===== src/rtl/sar_search.sv =====
// Purpose    : 8-bit successive-approximation search driving an external comparator.
// Latency    : start edge + 8 SEARCH cycles, done pulses in the 9th cycle (earlier on equality with SAR_EARLY_EXIT_EN).
// Backpressure: none; start is sampled only in IDLE and is ignored, not queued, while busy or done.
//
// Ports:
//   clk    - sole clock, rising edge
//   rst    - asynchronous active-high reset
//   start  - request a new search (sampled in IDLE only)
//   gt/lt  - comparator result for the current trial: target > trial / target < trial
//   trial  - registered candidate value presented to the comparator
//   busy   - high while searching
//   done   - one-cycle completion pulse
//   result - converged value, held until the next accepted start
//   exact  - equality was observed during the last search
//
// Optional feature: define SAR_EARLY_EXIT_EN to finish as soon as the comparator reports equality.

module sar_search (
    input  logic       clk,
    input  logic       rst,
    input  logic       start,
    input  logic       gt,
    input  logic       lt,
    output logic [7:0] trial,
    output logic       busy,
    output logic       done,
    output logic [7:0] result,
    output logic       exact
);

`ifdef SAR_EARLY_EXIT_EN
    localparam bit EARLY_EXIT = 1'b1;
`else
    localparam bit EARLY_EXIT = 1'b0;
`endif

    typedef enum logic [1:0] {
        S_IDLE   = 2'd0,
        S_SEARCH = 2'd1,
        S_DONE   = 2'd2
    } state_t;

    state_t     state_q, state_d;
    logic [2:0] idx_q, idx_d;
    logic [7:0] trial_q, trial_d;
    logic [7:0] result_q, result_d;
    logic       exact_q, exact_d;

    // Decision helpers for the bit currently under test.
    logic       eq;
    logic [7:0] idx_bit;
    logic [7:0] next_bit;
    logic [7:0] decided;

    always_comb begin
        // lt wins over gt, so an illegal gt=lt=1 clears the bit like a plain lt.
        eq       = ~gt & ~lt;
        idx_bit  = 8'd1 << idx_q;
        next_bit = idx_bit >> 1;
        decided  = lt ? (trial_q & ~idx_bit) : (trial_q | idx_bit);
    end

    always_comb begin
        state_d  = state_q;
        idx_d    = idx_q;
        trial_d  = trial_q;
        result_d = result_q;
        exact_d  = exact_q;

        case (state_q)
            S_IDLE: begin
                if (start) begin
                    trial_d = 8'h80;
                    idx_d   = 3'd7;
                    exact_d = 1'b0;
                    state_d = S_SEARCH;
                end
            end

            S_SEARCH: begin
                if (eq) begin
                    exact_d = 1'b1;
                end

                if (EARLY_EXIT && eq) begin
                    // The current trial already matches; report it unchanged.
                    result_d = trial_q;
                    idx_d    = 3'd0;
                    state_d  = S_DONE;
                end else if (idx_q == 3'd0) begin
                    trial_d  = decided;
                    result_d = decided;
                    state_d  = S_DONE;
                end else begin
                    // Commit this bit and tentatively set the next lower one.
                    trial_d = decided | next_bit;
                    idx_d   = idx_q - 3'd1;
                end
            end

            S_DONE: begin
                state_d = S_IDLE;
            end

            default: begin
                state_d = S_IDLE;
            end
        endcase
    end

    always_ff @(posedge clk or posedge rst) begin
        if (rst) begin
            state_q  <= S_IDLE;
            idx_q    <= 3'd0;
            trial_q  <= 8'h00;
            result_q <= 8'h00;
            exact_q  <= 1'b0;
        end else begin
            state_q  <= state_d;
            idx_q    <= idx_d;
            trial_q  <= trial_d;
            result_q <= result_d;
            exact_q  <= exact_d;
        end
    end

    // Status outputs decode the state register directly so reset clears them at once.
    assign trial  = trial_q;
    assign busy   = (state_q == S_SEARCH);
    assign done   = (state_q == S_DONE);
    assign result = result_q;
    assign exact  = exact_q;

endmodule


===== config.mk =====
export PLATFORM = sky130hd
export DESIGN_NAME = sar_search
export DESIGN_NICKNAME = d
export VERILOG_FILES = /design/src/rtl/sar_search.sv
export SDC_FILE = /design/constraint.sdc
export NUM_CORES = 1
export LEC_CHECK = 0
export BUFFER_PORTS_ARGS = -buffer_cell sky130_fd_sc_hd__clkbuf_2
export CORE_AREA = 2 2 64 66
export CTS_CLUSTER_DIAMETER = 120
export DETAILED_ROUTE_END_ITERATION = 16
export DIE_AREA = 0 0 66 68
export SYNTH_ARGS = -nofsm -noshare
export SYNTH_HDL_FRONTEND = slang
export SYNTH_SLANG_ARGS = --single-unit
export TNS_END_PERCENT = 10

===== constraint.sdc =====
create_clock -name clk -period 3.1 [get_ports clk]
set_input_delay 0.62 -clock clk [delete_from_list [all_inputs] [get_ports clk]]
set_output_delay 0.62 -clock clk [all_outputs]
set_load 0.01 [all_outputs]

## Word-level counts from Yosys, hierarchy flattened

Index checks and enable logic that the tools add are counted.

| word-level totals | value |
|---|---|
| register bits after elaboration | 22 |
| latch bits | 0 |
| RAM bits | 0 |
| ROM bits | 0 |
| input bits | 5 |
| output and inout bits | 19 |
| logic and storage cells | 41 |
| memories | 0 |

| operators by class | value |
|---|---|
| add/subtract/negate cells | 1 |
| $mul | 0 |
| div/mod/pow operators | 0 |
| magnitude comparators | 0 |
| equality and inequality tests | 6 |
| shift operators | 1 |
| muxes and demuxes | 13 |
| bitwise operators | 7 |
| reduce and logical (&&, ||, !) cells | 8 |

Operator list:

| operator | number |
|---|---|
| two-way mux 8 bit | 3 |
| case mux 8 bit (2 select lines) | 1 |
| bitwise AND 8 bit | 1 |
| inverter 8 bit | 1 |
| OR 8 x 7 -> 8 bit | 1 |
| OR 8 bit | 1 |
| left shift 1 x 3 -> 8 bit, first input constant | 1 |
| two-way mux 3 bit | 2 |
| case mux 3 bit (2 select lines) | 1 |
| AND reduction 2 bit | 3 |
| AND reduction 3 bit | 2 |
| two-way mux 2 bit | 2 |
| inequality test 2 x 1 -> 1 bit, second input constant | 2 |
| inequality test 2 bit, second input constant | 2 |
| case mux 2 bit (2 select lines) | 1 |
| logical NOT 3 bit | 1 |
| subtractor 3 x 1 -> 3 bit, second input constant | 1 |
| == test 2 x 1 -> 1 bit, second input constant | 1 |
| == test 2 bit, second input constant | 1 |
| logical NOT 2 bit | 1 |
| two-way mux 1 bit | 2 |
| inverter 1 bit | 2 |
| case mux 1 bit (2 select lines) | 1 |
| nonzero test 2 bit | 1 |
| bitwise AND 1 bit | 1 |

## Depth between registers and ports, before layout

| logic depth | value |
|---|---|
| depth after elaboration | 7 |
| gate-level depth with buffers | 6 |
| mapped depth without buffers | 6 |

## Worst setup path before layout

OpenSTA, ideal clock, no wires.

| path | value |
|---|---|
| kind | register to output |
| start point | register state_q[1] |
| end point | output busy |
| arrival time | 0.807 ns |
| required time | 2.480 ns |
| setup slack | 1.673 ns |
| stages on the path, launching flop included | 4 |
| path buffers | 1 |
| cells stage by stage | dfrtp_1 -> buf_2 -> nand2b_1 -> inv_1 |

| between the ends | value |
|---|---|
| longest elaborated chain between the ends | 1 |

RTL lines:

| item | line | source |
|---|---|---|
| start, declared | 43 | `state_t state_q, state_d;` |
| start signal, assigned | 119 | `state_q <= state_d;` |
| == test 2 x 1 -> 1 bit | 129 | `assign busy = (state_q == S_SEARCH);` |
| end, declared | 25 | `output logic busy,` |

Every way passes these cells.

## Worst setup path in the final report

| path | value |
|---|---|
| start point | register state_q[0] |
| end point | output busy |

Same word-level chain as after synthesis.

==> results.cfg <==
[placed_design]
hpwl_um = 1852
post-place-ws_ns = 1.391
gp_congestion = 0.8143
io_buffers = 23
placed_cells = 189

[floorplanning]
rows = 23
core_region_area_sq_mm = 0.003856
ios = 24
die_area_sq_mm = 0.004488
die_w_um = 66
die_h_um = 68
initial_core_util = 0.2865

[setup_path]
slowest_delay_ns = 0.65
critPathKind = reg -> out
cp-end-kind = primary output
required_ns = 2.48
arrival_ns = 1.37
worst-path-stages = 3
start_kind = flop
crit_fanout = 16
path_cells = nand2b_1 > inv_1 > clkbuf_2
cp_slowest_cell = dfrtp_1
ff2ff_path_depth = 6
crit_buf_inv = 2
path_delay_family = flip-flops

[yosys]
syn_area_per_cell_sq_um = 9.131
ys_ff_latch = 22
ys_seq_area_frac = 0.4983
syn_area_sq_mm = 0.001105
synth_cell_types = 26
synth_warnings = 0
syn-num-nets = 131
syn_inst = 121

[drt]
wirelength_um = 2452
vias = 931
dr.pass1.iters = 4
vias_per_cell = 4.824
wire_per_inst_um = 12.70
highest_layer = met4
drt_iter0_markers = 43
met2WireLength_um = 1178
ant_nets = 0
route.detailed.drc = 0
wl_met1_um = 1061
wl_met3_um = 135

[clock_tree]
clk_latency_ns = 0.27
numCtsBuffers = 3
htreeDepth = 1
cts_hold_buffers = 0
ctsResizeCount = 0
cts.sinks = 22
clockBufferDepth = 2
cts_tree = built
clk_pin_slew_ns = 0.09
postCtsSetupRepairBufs = 0
root_buffer = clkbuf_8

[global_route]
grt_usage = 0.1219
grt_pass1_vias = 902
overflow = 0
antenna_found_initial = 0
grt_pass1_wl_um = 4167
grt_max_degree = 23

[timing]
drv_slew = 0
hold_violations = 0
final.min_clock_period_ns = 1.993
rsz0062_at_grt = false
worst_slack_ns = 1.107
finalCritPeriodShare = 0.6428
slew_headroom = 0.4402
hold_ws_ns = 0.4855
fmaxAchievable_mhz = 501.8
fin_tns_setup_ns = 0
tightest_slew_ns = 0.8388
skew_ns = 0.007649
final-setup-viol-count = 0

[final_layout]
area_growth_pct = 20.39
final_util = 0.3449
drive_above_1_share = 0.2098
fin_cells = 193
insertedDiodeCount = 0
nets = 154

[power_and_ir_drop]
cellLeakagePower_nw = 0.6385
powerDensity_mw_per_mm2 = 1106
ir_drop_uv = 390.6

[run]
cap_violations = 0

[worst_hold_path]
hold_path.class = in -> async

[outcome]
status = completed
==> where the power goes <==
group	internal [mW]	switching [mW]	total (mW)
combinational	0.281	0.369	0.650
clock	0.173	0.0989	0.272
sequential	0.422	0.128	0.550
==> registers in the layout (all words and copies together), names as in the netlist <==
| name | flops |
|---|---|
| state_q | 2 |
| exact | 1 |
| result | 8 |
| trial | 8 |
| idx_q | 3 |
==> synth_stat cells (all sizes together) <==
cell type | n | area share
a22o | 1 | 0.0079
ha | 5 | 0.057
nand2 | 19 | 0.065
buf | 4 | 0.018
clkbuf | 1 | 0.0034
a21o | 1 | 0.0068
a2bb2oi | 1 | 0.0079
dfrtp | 22 | 0.50
a21oi | 8 | 0.036
a221oi | 1 | 0.0079
and2b | 1 | 0.0068
o31a | 1 | 0.0079
nor2 | 7 | 0.024
inv | 7 | 0.024
a22oi | 5 | 0.039
o21ai | 18 | 0.082
nand3b | 1 | 0.0068
nand2b | 6 | 0.034
nor2b | 4 | 0.023
nor3 | 3 | 0.014
a31oi | 2 | 0.011
mux2 | 1 | 0.010
nand3 | 1 | 0.0045
o21bai | 1 | 0.0068
==> cell families (layout without fill, tap and decap cells) <==
family,after synthesis,count (layout),share of synthesized area
AOI/OAI and AO/OA,39,39,0.2129
DFF,22,22,0.4983
and+or+nand+nor,42,42,0.1767
muxes,1,1,0.01019
adders and majority gates,5,5,0.05663
buffers and inverters,12,34,0.04529
==> layout make-up <==
| type | instances | area, sq um |
|---|---|---|
| Fill cell | 413 | 2526 |
| Sequential cell | 22 | 550.5 |
| Multi-Input combinational cell | 87 | 504.2 |
| Timing Repair Buffer | 23 | 115.1 |
| Tap cell | 50 | 62.56 |
| Clock buffer | 3 | 41.29 |
| Clock inverter | 1 | 30.03 |
| Inverter | 7 | 26.28 |
==> stage by stage <==
stage | cell area (sq um) | total power, mW
3_5_place_dp | 1259 | 1.214
3_3_place_gp | 1259 | 1.196
5_1_grt | 1330 | 1.618
6_report | 1330 | 1.471
4_1_cts | 1330 | 1.490
2_1_floorplan | 1105 | 0.9904
==> metal layers <==
metal  GRT usage  vias up
li1            -      460
met1      0.1477      438
met2      0.1982       24
met3     0.02796        9
met4     0.07398        0
met5           0        -
==> path summary, 6_finish.rpt <==
check / startpoint / endpoint / slack (ns)
setup reg to reg: idx_q[1] / trial[0] / 1.40
hold reg to reg: result[3] / result[3] / 0.49
min in group clk: result[3] / result[3] / 0.49
hold / removal: rst / result[5] / 0.49
setup / recovery: state_q[0] / busy / 1.11
max in group asynchronous: rst / trial[7] / 2.09
==> cell usage in the layout, fill, tap and decap left out <==
cell       instances
clkbuf_2          23
dfrtp_1           22
nand2_1           19
o21ai_0           18
a21oi_1            8
nor2_1             7
nand2b_1           6
inv_1              6
ha_1               5
nor2b_1            4
a22oi_1            4
nor3_1             3
clkbuf_8           3
a31oi_1            2
and2b_1            1
o21bai_1           1
nand3_1            1
inv_2              1
a21o_1             1
a221oi_1           1
nand3b_1           1
o31a_1             1
a2bb2oi_1          1
mux2_2             1
a22oi_2            1
a22o_1             1
bufinv_16          1
Note: power is estimated with default switching activity, not from simulation.
